File: src/rtl/keypad_encoder_n_if.sv
// Keypad encoder bus: raw keys and mode controls in,
// debounced key code, strobes and digit register out.
interface keypad_encoder_n_if #(
  parameter int NUM_KEYS = 10,
  parameter int DIGITS   = 4
);
  localparam int NW = $clog2(DIGITS + 1);

  logic [NUM_KEYS-1:0] Keypad;
  logic                Enablen;
  logic                Clear;
  logic [3:0]          D;
  logic                loadn;
  logic                pgt_1Hz;
  logic [4*DIGITS-1:0] Digits;
  logic [NW-1:0]       DigitCount;
  logic                Full;

  modport master (
    output Keypad,
    output Enablen,
    output Clear,
    input  D,
    input  loadn,
    input  pgt_1Hz,
    input  Digits,
    input  DigitCount,
    input  Full
  );

  modport slave (
    input  Keypad,
    input  Enablen,
    input  Clear,
    output D,
    output loadn,
    output pgt_1Hz,
    output Digits,
    output DigitCount,
    output Full
  );
endinterface

File: src/rtl/keypad_encoder_n.sv
// Debounced priority keypad encoder with BCD digit entry
// register and a run-mode clock-enable divider.
module keypad_encoder_n #(
  parameter int NUM_KEYS        = 10,
  parameter int DEBOUNCE_CYCLES = 4,
  parameter int DIV_RATIO       = 100,
  parameter int DIGITS          = 4
) (
  input logic               Clk,
  input logic               Reset,
  keypad_encoder_n_if.slave bus
);
  localparam int CW  = $clog2(DEBOUNCE_CYCLES + 1);
  localparam int CW1 = CW + 1;
  localparam int DW  = $clog2(DIV_RATIO);
  localparam int NW  = $clog2(DIGITS + 1);
  localparam int BW  = 4 * DIGITS;

  localparam logic [CW1-1:0] DEB_N =
    CW1'(DEBOUNCE_CYCLES);
  localparam logic [DW-1:0]  DIV_MAX =
    DW'(DIV_RATIO - 1);
  localparam logic [NW-1:0]  DIG_N =
    NW'(DIGITS);
  localparam logic           ONE_DEB =
    (DEBOUNCE_CYCLES == 1);

  typedef enum logic [1:0] {
    IDLE,
    PRESS_WAIT,
    HELD,
    RELEASE_WAIT
  } state_t;

  state_t         state;
  logic [CW-1:0]  cnt;
  logic [3:0]     pcode;
  logic [DW-1:0]  div;
  logic [3:0]     d_q;
  logic           loadn_q;
  logic           pgt_q;
  logic [BW-1:0]  dig_q;
  logic [NW-1:0]  dcnt_q;
  logic           full_q;

  logic [3:0]     code;
  logic           hit;
  logic [CW1-1:0] cnt_inc;
  logic           done;
  logic           accept;
  logic [BW-1:0]  dig_sh;
  logic [NW-1:0]  dcnt_inc;
  logic           div_wrap;

  // Ascending scan: the last set bit seen is the highest index.
  always_comb begin
    code = 4'd0;
    hit  = 1'b0;
    for (int i = 0; i < NUM_KEYS; i++) begin
      if (bus.Keypad[i]) begin
        code = 4'(i);
        hit  = 1'b1;
      end
    end
  end

  assign cnt_inc  = {1'b0, cnt} + 1'b1;
  assign done     = (cnt_inc >= DEB_N);
  assign dcnt_inc = dcnt_q + 1'b1;
  assign div_wrap = (div == DIV_MAX);

  always_comb begin
    accept = 1'b0;
    if (!bus.Enablen && hit) begin
      unique case (state)
        IDLE:       accept = ONE_DEB;
        PRESS_WAIT: accept = (code == pcode) ?
                             done : ONE_DEB;
        default:    accept = 1'b0;
      endcase
    end
  end

  always_comb begin
    dig_sh      = dig_q << 4;
    dig_sh[3:0] = code;
  end

  always_ff @(posedge Clk) begin
    if (Reset) begin
      state   <= IDLE;
      cnt     <= '0;
      pcode   <= 4'd0;
      div     <= '0;
      d_q     <= 4'd0;
      loadn_q <= 1'b1;
      pgt_q   <= 1'b0;
      dig_q   <= '0;
      dcnt_q  <= '0;
      full_q  <= 1'b0;
    end else begin
      loadn_q <= ~accept;
      if (accept) begin
        d_q <= code;
      end

      if (bus.Clear) begin
        dig_q  <= '0;
        dcnt_q <= '0;
        full_q <= 1'b0;
      end else if (accept && !full_q) begin
        dig_q  <= dig_sh;
        dcnt_q <= dcnt_inc;
        full_q <= (dcnt_inc == DIG_N);
      end

      if (bus.Enablen) begin
        div   <= div_wrap ? '0 : div + 1'b1;
        pgt_q <= div_wrap;
      end else begin
        div   <= '0;
        pgt_q <= accept;
      end

      // Run mode parks the debouncer and drops any press.
      if (bus.Enablen) begin
        state <= IDLE;
        cnt   <= '0;
      end else begin
        unique case (state)
          IDLE: begin
            if (hit) begin
              pcode <= code;
              if (accept) begin
                state <= HELD;
                cnt   <= '0;
              end else begin
                state <= PRESS_WAIT;
                cnt   <= CW'(1);
              end
            end
          end
          PRESS_WAIT: begin
            if (!hit) begin
              state <= IDLE;
              cnt   <= '0;
            end else if (accept) begin
              state <= HELD;
              pcode <= code;
              cnt   <= '0;
            end else if (code == pcode) begin
              cnt <= cnt_inc[CW-1:0];
            end else begin
              pcode <= code;
              cnt   <= CW'(1);
            end
          end
          HELD: begin
            if (!hit) begin
              if (ONE_DEB) begin
                state <= IDLE;
                cnt   <= '0;
              end else begin
                state <= RELEASE_WAIT;
                cnt   <= CW'(1);
              end
            end
          end
          RELEASE_WAIT: begin
            if (hit) begin
              state <= HELD;
              cnt   <= '0;
            end else if (done) begin
              state <= IDLE;
              cnt   <= '0;
            end else begin
              cnt <= cnt_inc[CW-1:0];
            end
          end
          default: begin
            state <= IDLE;
            cnt   <= '0;
          end
        endcase
      end
    end
  end

  assign bus.D          = d_q;
  assign bus.loadn      = loadn_q;
  assign bus.pgt_1Hz    = pgt_q;
  assign bus.Digits     = dig_q;
  assign bus.DigitCount = dcnt_q;
  assign bus.Full       = full_q;
endmodule

File: src/flat_wrapper.sv
// flat-port wrapper written by rule: the top's interface ports become plain ports
module keypad_encoder_n_flat 
#(
  parameter int NUM_KEYS        = 10,
  parameter int DEBOUNCE_CYCLES = 4,
  parameter int DIV_RATIO       = 100,
  parameter int DIGITS          = 4
)
  (Clk, Reset, bus_Keypad, bus_Enablen, bus_Clear, bus_D, bus_loadn, bus_pgt_1Hz, bus_Digits, bus_DigitCount, bus_Full);
  keypad_encoder_n_if #(.NUM_KEYS(NUM_KEYS), .DIGITS(DIGITS)) bus_i ();
  input logic Clk;
  input logic Reset;
  input wire logic [$bits(bus_i.Keypad)-1:0] bus_Keypad;
  input wire logic [$bits(bus_i.Enablen)-1:0] bus_Enablen;
  input wire logic [$bits(bus_i.Clear)-1:0] bus_Clear;
  output wire logic [$bits(bus_i.D)-1:0] bus_D;
  output wire logic [$bits(bus_i.loadn)-1:0] bus_loadn;
  output wire logic [$bits(bus_i.pgt_1Hz)-1:0] bus_pgt_1Hz;
  output wire logic [$bits(bus_i.Digits)-1:0] bus_Digits;
  output wire logic [$bits(bus_i.DigitCount)-1:0] bus_DigitCount;
  output wire logic [$bits(bus_i.Full)-1:0] bus_Full;
  assign bus_i.Keypad = bus_Keypad;
  assign bus_i.Enablen = bus_Enablen;
  assign bus_i.Clear = bus_Clear;
  assign bus_D = bus_i.D;
  assign bus_loadn = bus_i.loadn;
  assign bus_pgt_1Hz = bus_i.pgt_1Hz;
  assign bus_Digits = bus_i.Digits;
  assign bus_DigitCount = bus_i.DigitCount;
  assign bus_Full = bus_i.Full;
  keypad_encoder_n #(.NUM_KEYS(NUM_KEYS), .DEBOUNCE_CYCLES(DEBOUNCE_CYCLES), .DIV_RATIO(DIV_RATIO), .DIGITS(DIGITS)) u_core (.Clk(Clk), .Reset(Reset), .bus(bus_i));
endmodule
File: config.mk
export PLATFORM = sky130hd
export DESIGN_NAME = keypad_encoder_n_flat
export DESIGN_NICKNAME = d
export VERILOG_FILES = /design/src/rtl/keypad_encoder_n_if.sv /design/src/rtl/keypad_encoder_n.sv /design/src/flat_wrapper.sv
export SDC_FILE = /design/constraint.sdc
export NUM_CORES = 1
export LEC_CHECK = 0
export CORE_MARGIN = 4
export CORE_UTILIZATION = 46
export DETAILED_ROUTE_END_ITERATION = 8
export PLACE_DENSITY_LB_ADDON = 0.15
export SYNTH_ARGS = -nofsm -noshare
export SYNTH_HDL_FRONTEND = slang
export SYNTH_SLANG_ARGS = --single-unit
File: constraint.sdc
create_clock -name Clk -period 2 [get_ports Clk]
set_clock_uncertainty 0.1 [all_clocks]
set_input_delay 0.4 -clock Clk [delete_from_list [all_inputs] [get_ports Clk]]
set_output_delay 0.4 -clock Clk [all_outputs]
set_load 0.005 [all_outputs]
==> results.yml, run 1 <==
run_status:
  run_status: "complete, but fails checks"
  violations: "setup timing"
drt:
  ant_nets: 0
  vias_per_cell: 5.48
  routedWlPerCell_um: 14.3
  drtIter0Drc: 85
  via_count: 1934
  dr.pass1.iters: 4
  wl_mm: 5.06
  drc: 0
timing:
  rsz0062_at_grt: "true"
  tightest_slew_ns: 0.425
  fmax_mhz: 496
  slew_headroom: 0.715
  maxSlewViolCount: 0
  whs_ns: 0.355
  fin_ws_ns: -0.0153
  min_period_over_period: 1.01
  min_period_ns: 2.02
  setup_violations: 2
  hold_violations: 0
floorplan:
  start_util: 0.490
  die_w_um: 74.4
  die_h_um: 74.4
  row_count: 23
  die-area_um2: 5540
  coreArea_um2: 4140
  ios: 40
cts:
  numCtsBuffers: 5
  cts_tree: "done"
  htreeDepth: 2
  insertion_delay_ns: 0.29
  clock_path_buffers: 2
  path_clk_slew_ns: 0.08
  cts_num_sinks: 42
  cts_root_buf: "clkbuf_8"
power:
  switching_power_mw: 0.389
  pwr_density_cell_nw_per_um2: 564
  power_frac_comb: 0.115
  p_total_mw: 1.70
  p_leak_nw: 1.27
  p_int_mw: 1.31
  worst_ir_drop_vdd_mv: 0.486
  pwr-share-seq: 0.501
  switching_share: 0.228
  clkPwrFrac: 0.385
global_routing:
  grt_pass1_vias: 1733
  grtUsageMet1: 0.238
  use_met2: 0.320
  grt_usage: 0.192
  grt_max_degree: 21
  grt_first_pass_wirelength_mm: 8.18
  antenna_found_initial: 0
  grt-ovfl-total: 0
  grt-busiest-layer: "met2"
  use_met3: 0.0473
min_path:
  min_path_cells: 1
  worstHoldEndpoint: "u_core.div[0]"
  hold_class: "register to register"
  hold_start: "u_core.div[0]"
job:
  maxCapViolCount: 0
layout:
  multi_input_comb_area_um2: 1250
  drive_gt1_frac: 0.284
  final_cell_count_no_fill: 353
  final_net_count: 320
  final_common_cell: "dfxtp_1"
  final_util: 0.729
  area_delta_synth_final_pct: 48.8
  layout_common_cells: "dfxtp_1, nor2_1, buf_4, clkdlybuf4s50_1, mux2i_1"
  nFillCells: 309
  diodes: 0
  ff_latch_area_um2: 847
worst_setup_path:
  worst-path-max-fanout: 9
  worst_setup_path_start_kind: "input port"
  reg2reg_depth: 9
  crit_type: "input port to register"
  critPathCaptureType: "register"
  r2r_slack_ns: 0
  worstReg2RegEnd: "u_core.bus.Digits[5]"
  required_ns: 2.07
  cp.arrival_ns: 2.09
  r2r-start: "u_core.cnt[1]"
synthesis:
  synth_xor_xnor_area_share: 0.0345
  syn_inst: 224
  avgSynthCellArea_um2: 9.07
  ys_warn_count: 0
  synth_area_um2: 2030
  synthSimpleGateAreaFrac: 0.241
  synth_area_leader_cell: "dfxtp_1"
  ys_top_cells_by_area: "dfxtp_1, mux2i_1, nor2_1"
  async_flop_share: 0
  ys_types: 50
  synth_ff_type: "dfxtp_1"
  synth_seq_area_share: 0.414
  ys_ff_latch: 42
  synth_fa_ha_area_frac: 0.0246
  synth_top_family_by_area: "simple AND/OR/NAND/NOR gates"
  synthMuxAreaShare: 0.104
  synth_top_area_share: 0.414
  synth-edff-count: 0
  syn-num-nets: 242
  synth-compound-area-share: 0.142
placement:
  gp_congestion: 0.835
  dp_hpwl_mm: 3.50
  placed_cells: 338
  portBuffers: 39
==> routing by layer <==
layer / up-vias / routed length (um)
met5: - / 0
met2: 63 / 2490
met3: 16 / 239
met4: 0 / 113
met1: 905 / 2210
li1: 950 / -
==> worst max-delay path by stage <==
stage,end,startpoint,cells after the start
floorplan,u_core.bus.Full,bus_Keypad[8],8
global placement,u_core.bus.loadn,bus_Keypad[5],7
detailed placement,u_core.bus.Full,bus_Keypad[5],7
CTS,u_core.bus.Digits[14],u_core.cnt[0],9
global route,u_core.bus.Digits[5],bus_Keypad[3],9
finish,u_core.bus.Digits[9],bus_Keypad[3],9
==> Yosys cell counts, types with 3 or more instances <==
| cell type | number |
|---|---|
| xnor2_1 | 4 |
| o21ai_0 | 4 |
| nand2b_1 | 6 |
| mux2i_1 | 21 |
| nand3_1 | 8 |
| a21oi_1 | 10 |
| o21ai_1 | 3 |
| inv_1 | 5 |
| o2bb2ai_1 | 3 |
| nor2_1 | 40 |
| nand3b_1 | 6 |
| clkbuf_1 | 6 |
| nor3_1 | 6 |
| a31oi_1 | 4 |
| nand2_1 | 6 |
| xor2_1 | 4 |
| or2_2 | 3 |
| ha_1 | 4 |
| dfxtp_1 | 42 |
| nand4_1 | 3 |
==> metrics by stage <==
stage	setup TNS [ns]	cell area, um2	setup slack, ns
6_report	-0.0222	3020	-0.0153
2_1_floorplan	-0.581	2070	-0.143
3_3_place_gp	-16.64	2730	-0.530
3_5_place_dp	-18.36	2730	-0.607
4_1_cts	-0.885	3010	-0.0742
5_1_grt	-1.23	3020	-0.104
==> state kept, by name, indices dropped and copies added, names as in the netlist, named ones only <==
signal,flops
u_core.bus.Digits,16
u_core.div,7
u_core.bus.D,4
u_core.pcode,4
u_core.bus.DigitCount,3
u_core.cnt,3
u_core.bus.Full,1
u_core.bus.loadn,1
u_core.bus.pgt_1Hz,1
u_core.state,1
==> critical path, cell delays in order <==
cell and delay (ns):
clkdlybuf4s15_1 0.21, buf_4 0.16, nor4_4 0.31, and3_4 0.23, nor3_1 0.05, nand4_1 0.16
buf_4 0.25, mux2i_4 0.26, nor2_1 0.06
==> final cells by class <==
cell class / instances / area share
sequential: 42 / 0.280
clock buffer: 6 / 0.0240
inverter: 5 / 0.00621
timing repair buffer: 82 / 0.243
multi-input combinational: 166 / 0.414
clock inverter: 2 / 0.0124
tap: 50 / 0.0207
==> power groups by stage <==
| stage | clock (mW) | combinational (mW) | sequential (mW) |
|---|---|---|---|
| 5_1_grt | 0.701 | 0.211 | 0.854 |
| 4_1_cts | 0.667 | 0.190 | 0.852 |
| 3_5_place_dp | 0 | 0.166 | 0.873 |
| 2_1_floorplan | 0 | 0.0770 | 0.871 |
| 6_report | 0.655 | 0.196 | 0.853 |
| 3_3_place_gp | 0 | 0.164 | 0.872 |
==> cell families (layout without fill, tap and decap cells) <==
| kind of cell | count (synthesis) | after routing |
|---|---|---|
| flip-flops | 42 | 42 |
| adder cells (fa/ha/maj) | 4 | 4 |
| XOR/XNOR | 8 | 8 |
| multiplexers | 21 | 21 |
| AO/OA/AOI/OAI | 39 | 39 |
| AND/OR/NAND/NOR | 94 | 94 |
| buffers and inverters | 16 | 95 |
==> repair_timing <==
item | in CTS | in global routing
pin swaps | 13 | 12
endpoints found under the setup margin | 35 | 31
setup buffers | 5 | 1
hold buffers | 0 | 0
resized for setup | 33 | 27
gates cloned | 2 | 0
Note: power is estimated with default switching activity, not from simulation.
==> inputs of run 2 (changes only) <==
--- a/config.mk
+++ b/config.mk
@@ -6,7 +6,7 @@
 export NUM_CORES = 1
 export LEC_CHECK = 0
 export CORE_MARGIN = 4
-export CORE_UTILIZATION = 46
+export CORE_UTILIZATION = 55
 export DETAILED_ROUTE_END_ITERATION = 8
 export PLACE_DENSITY_LB_ADDON = 0.15
 export SYNTH_ARGS = -nofsm -noshare
==> constraint.sdc (replaced) <==
create_clock -name Clk -period 2.4 [get_ports Clk]
set_clock_uncertainty 0.1 [all_clocks]
set_input_delay 0.48 -clock Clk [delete_from_list [all_inputs] [get_ports Clk]]
set_output_delay 0.48 -clock Clk [all_outputs]
set_load 0.005 [all_outputs]
==> results.yml, run 2 (synthesis gave the netlist of run 1 again) <==
drt:
  drtIter0Drc: 98
  dr.pass1.iters: 4
  via_count: 1851
  ant_nets: 0
  wl_mm: 4.98
  drc: 0
  vias_per_cell: 5.53
  routedWlPerCell_um: 14.9
worst_setup_path:
  required_ns: 2.53
  endpoint: "u_core.bus.Full"
  cp.depth: 7
  critPathMaxStageDelay_ns: 0.44
  crit_type: "input port to register"
  r2r_slack_ns: 0.11
  crit_family: "simple AND/OR/NAND/NOR gates"
  cp.arrival_ns: 2.49
  cp_num_buf_inv: 1
  critPathCaptureType: "register"
  cp-startpoint: "bus_Keypad[8]"
  worstReg2RegEnd: "u_core.bus.Full"
  r2r-start: "u_core.cnt[1]"
  worst-path-max-fanout: 4
  cpMaxStageDelayCell: "clkdlybuf4s50_1"
  path_cells: "clkdlybuf4s50_1 -> or2_4 -> o31a_1 -> a31oi_4 -> nand4_1 -> or3b_1 -> a21oi_2"
  reg2reg_depth: 7
  worst_setup_path_start_kind: "input port"
cts:
  cts_num_sinks: 42
  insertion_delay_ns: 0.29
  holdBufCountCts: 0
  cts_root_buf: "clkbuf_8"
  path_clk_slew_ns: 0.09
  htreeDepth: 2
  clock_path_buffers: 2
  cts_tree: "done"
  numCtsBuffers: 5
timing:
  whs_ns: 0.353
  hold_violations: 0
  tightest_slew_ns: 0.488
  maxSlewViolCount: 0
  setup_violations: 0
  setup-tns-final_ns: 0
  min_period_ns: 2.35
  fmax_mhz: 425
  min_period_over_period: 0.981
  slew_headroom: 0.672
layout:
  largest_reg_flops: 16
  multi_input_comb_area_um2: 1160
  area_delta_synth_final_pct: 39.6
  ff_latch_area_um2: 842
  stdcell_area_um2: 2840
  nFillCells: 214
  final_net_count: 306
  final_cell_count_no_fill: 335
  drive_gt1_frac: 0.187
  layout_common_cells: "dfxtp_1, nor2_1, clkdlybuf4s50_1, buf_4, mux2i_1"
  final_common_cell: "dfxtp_1"
  diodes: 0
power:
  worst_ir_drop_vdd_mv: 0.486
  clkPwrFrac: 0.394
  pwr_density_cell_nw_per_um2: 496
  pwr-share-seq: 0.507
  switching_power_mw: 0.323
  p_int_mw: 1.08
  p_total_mw: 1.41
  switching_share: 0.229
  power_frac_comb: 0.099
  p_leak_nw: 1.21
global_routing:
  grtUsageMet1: 0.292
  grt_max_degree: 21
  use_met3: 0.0535
  grt_usage: 0.219
  use_met2: 0.353
  grt-busiest-layer: "met2"
  antenna_found_initial: 0
  grt_pass1_vias: 1671
  grt-ovfl-total: 0
  grt_first_pass_wirelength_mm: 7.69
floorplan:
  die_w_um: 68.8
  coreArea_um2: 3440
  die-area_um2: 4730
  ios: 40
  die_h_um: 68.8
  start_util: 0.590
  row_count: 21
job:
  maxCapViolCount: 0
placement:
  portBuffers: 39
  gp_congestion: 0.843
  placed_cells: 325
  dp_hpwl_mm: 3.35
  postPlaceCellArea_um2: 2630
min_path:
  hold_class: "register to register"
run_status:
  run_status: "finished, final reports clean"
-- run 2: worst reg2reg max path: cells and delay by family, from the launching register on --
kind                     cells  cell delay (ns)
adder cells (fa/ha/maj)      1             0.24
AO/OA/AOI/OAI                4             0.83
AND/OR/NAND/NOR              2             0.65
flip-flops                   1             0.39
-- run 2: power by group through the flow --
stage               Combinational [mW]  Sequential (mW)  Clock (mW)
finish                           0.140            0.713       0.555
floorplan                       0.0633            0.726           0
CTS                              0.131            0.712       0.562
global placement                 0.127            0.728           0
detailed placement               0.129            0.728           0
global route                     0.153            0.714       0.599
-- run 2: area by class of cell --
| type | count | share of cell area |
|---|---|---|
| Clock inverter | 2 | 0.0132 |
| Tap cell | 46 | 0.0203 |
| Multi-Input combinational cell | 166 | 0.408 |
| Timing Repair Buffer | 68 | 0.229 |
| Inverter | 5 | 0.00662 |
| Clock buffer | 6 | 0.0256 |
| Sequential cell | 42 | 0.297 |
-- run 2: per-stage QoR --
stage	utilization	setup WS (ns)
global placement	0.764	-0.239
finish	0.824	0.0467
CTS	0.797	0.000935
global route	0.824	-0.0297
floorplan	-	0.181
detailed placement	0.764	-0.299
-- run 2: how the worst min path moves through the flow --
| stage | start | to | slack [ns] | cells after the start |
|---|---|---|---|---|
| floorplan | u_core.div[0] | u_core.div[0] | 0.32 | 1 |
| global placement | u_core.div[0] | u_core.div[0] | 0.33 | 1 |
| detailed placement | u_core.div[0] | u_core.div[0] | 0.34 | 1 |
| CTS | u_core.div[0] | u_core.div[0] | 0.36 | 1 |
| global route | u_core.div[0] | u_core.div[0] | 0.38 | 1 |
| finish | u_core.div[0] | u_core.div[0] | 0.35 | 1 |
-- run 2: layer usage --
layer  up-vias  wire [um]
met4         0         34
met1       877       2230
met2        44       2500
li1        926          -
met3         4        211
met5         -          0
-- run 2: timing repair --
item | in CTS | in global routing
buffers inserted | 0 | 1
pin swaps | 1 | 8
setup endpoints to repair | 2 | 29
cloned | 0 | 1
gates resized for setup | 1 | 16
==> inputs of run 3 (changes only) <==
--- a/config.mk
+++ b/config.mk
@@ -9,6 +9,7 @@
 export CORE_UTILIZATION = 55
 export DETAILED_ROUTE_END_ITERATION = 8
 export PLACE_DENSITY_LB_ADDON = 0.15
+export REMOVE_ABC_BUFFERS = 1
 export SYNTH_ARGS = -nofsm -noshare
 export SYNTH_HDL_FRONTEND = slang
 export SYNTH_SLANG_ARGS = --single-unit
==> results.yml, run 3 (synthesis gave the netlist of run 1 again) <==
run_status:
  run_status: "finished, final reports clean"
worst_setup_path:
  path_cells: "ha_2 -> o21ai_0 -> a31o_2 -> a2111oi_4 -> nand4_1 -> or3_1 -> a21oi_1"
  worst_setup_path_start_kind: "register"
  worst-path-max-fanout: 6
  r2r-start: "u_core.cnt[0]"
  cp-startpoint: "u_core.cnt[0]"
  critPathMaxStageDelay_ns: 0.39
  required_ns: 2.51
  crit_type: "register to register"
  cp.arrival_ns: 2.41
  critPathCaptureType: "register"
  cp_num_buf_inv: 0
  cpMaxStageDelayCell: "or3_1"
  crit_family: "compound AO/OA/AOI/OAI gates"
drt:
  wl_met2_mm: 2.46
  drtIter0Drc: 85
  wl_mm: 4.94
  wl_met1_mm: 2.13
  drc: 0
  ant_nets: 0
  vias_per_cell: 5.54
  top_layer_used: "met4"
  routedWlPerCell_um: 14.7
  via_count: 1863
  wl_met3_um: 250
  dr.pass1.iters: 4
min_path:
  hold_class: "register to register"
  hold_start: "u_core.div[0]"
timing:
  setup-tns-final_ns: 0
  slew_headroom: 0.670
  min_period_over_period: 0.958
  fmax_mhz: 435
  whs_ns: 0.348
  hold_violations: 0
  tightest_slew_ns: 0.492
  min_period_ns: 2.30
  setup_violations: 0
  maxSlewViolCount: 0
power:
  clkPwrFrac: 0.344
  p_int_mw: 0.981
  power_frac_comb: 0.109
  pwr-share-seq: 0.547
  worst_ir_drop_vdd_mv: 0.403
  switching_share: 0.247
  switching_power_mw: 0.322
  pwr_density_cell_nw_per_um2: 464
  p_leak_nw: 1.23
  p_total_mw: 1.30
cts:
  path_clk_slew_ns: 0.08
  holdBufCountCts: 0
  numCtsBuffers: 5
  htreeDepth: 2
  insertion_delay_ns: 0.30
  clock_path_buffers: 2
  cts_root_buf: "clkbuf_8"
  cts_num_sinks: 42
  cts_tree: "done"
placement:
  gp_congestion: 0.898
  placed_cells: 325
  portBuffers: 39
  dp_hpwl_mm: 3.58
global_routing:
  antenna_found_initial: 0
  grt_usage: 0.226
  grt-ovfl-total: 0
  grt_pass1_vias: 1799
  grt_max_degree: 21
  grt_first_pass_wirelength_mm: 7.96
layout:
  largest_reg_flops: 16
  layout_common_cells: "dfxtp_1, nor2_1, clkdlybuf4s50_1, buf_4, mux2i_1"
  area_delta_synth_final_pct: 38.3
  final_net_count: 307
  diodes: 0
  nFillCells: 223
  drive_gt1_frac: 0.186
  final_cell_count_no_fill: 336
  final_common_cell: "dfxtp_1"
floorplan:
  coreArea_um2: 3440
  die_w_um: 68.8
  start_util: 0.590
  die-area_um2: 4730
  die_h_um: 68.8
  row_count: 21
  ios: 40
job:
  maxCapViolCount: 0
==> run 3: through the flow <==
step,setup WS (ns),area (um2),util
floorplan,-0.276,1970,-
global placement,-0.282,2630,0.764
detailed placement,-0.380,2630,0.764
CTS,0.0110,2760,0.802
global route,-0.0499,2810,0.816
finish,0.0999,2810,0.816
==> run 3: metal layers <==
metal,vias up,global-route usage
met4,0,0.0998
li1,925,-
met1,875,0.270
met5,-,0
met2,53,0.383
met3,10,0.0551
==> run 3: area by class of cell <==
class | instances | area (um2) | share of cell area
multi-input cells | 166 | 1160 | 0.413
flip-flops and latches | 42 | 842 | 0.300
repair buffers | 69 | 643 | 0.229
clock buffers | 6 | 72.6 | 0.0258
well taps | 46 | 57.6 | 0.0205
inverters | 5 | 18.8 | 0.00668
clock inverters | 2 | 13.8 | 0.00490
==> run 3: power by group through the flow <==
stage / clock network, mW / logic (mW) / registers [mW]
after CTS: 0.457 / 0.136 / 0.712
after global routing: 0.486 / 0.154 / 0.714
after detailed placement: 0 / 0.126 / 0.728
final: 0.448 / 0.142 / 0.713
after global placement: 0 / 0.125 / 0.728
after floorplan: 0 / 0.0566 / 0.726
==> run 3: what timing repair did <==
action	in CTS	in global routing
gates resized for setup	8	13
buffers inserted	1	2
endpoints found under the setup margin	6	16
pin swaps	4	7
==> run 3: worst paths after layout <==
| path | cells after the start | slack, ns | to |
|---|---|---|---|
| setup / recovery | 7 | 0.1 | u_core.bus.DigitCount[2] |
| hold / removal | 1 | 0.35 | u_core.div[0] |
| setup reg to reg | 7 | 0.1 | u_core.bus.DigitCount[2] |
| hold reg to reg | 1 | 0.35 | u_core.div[0] |
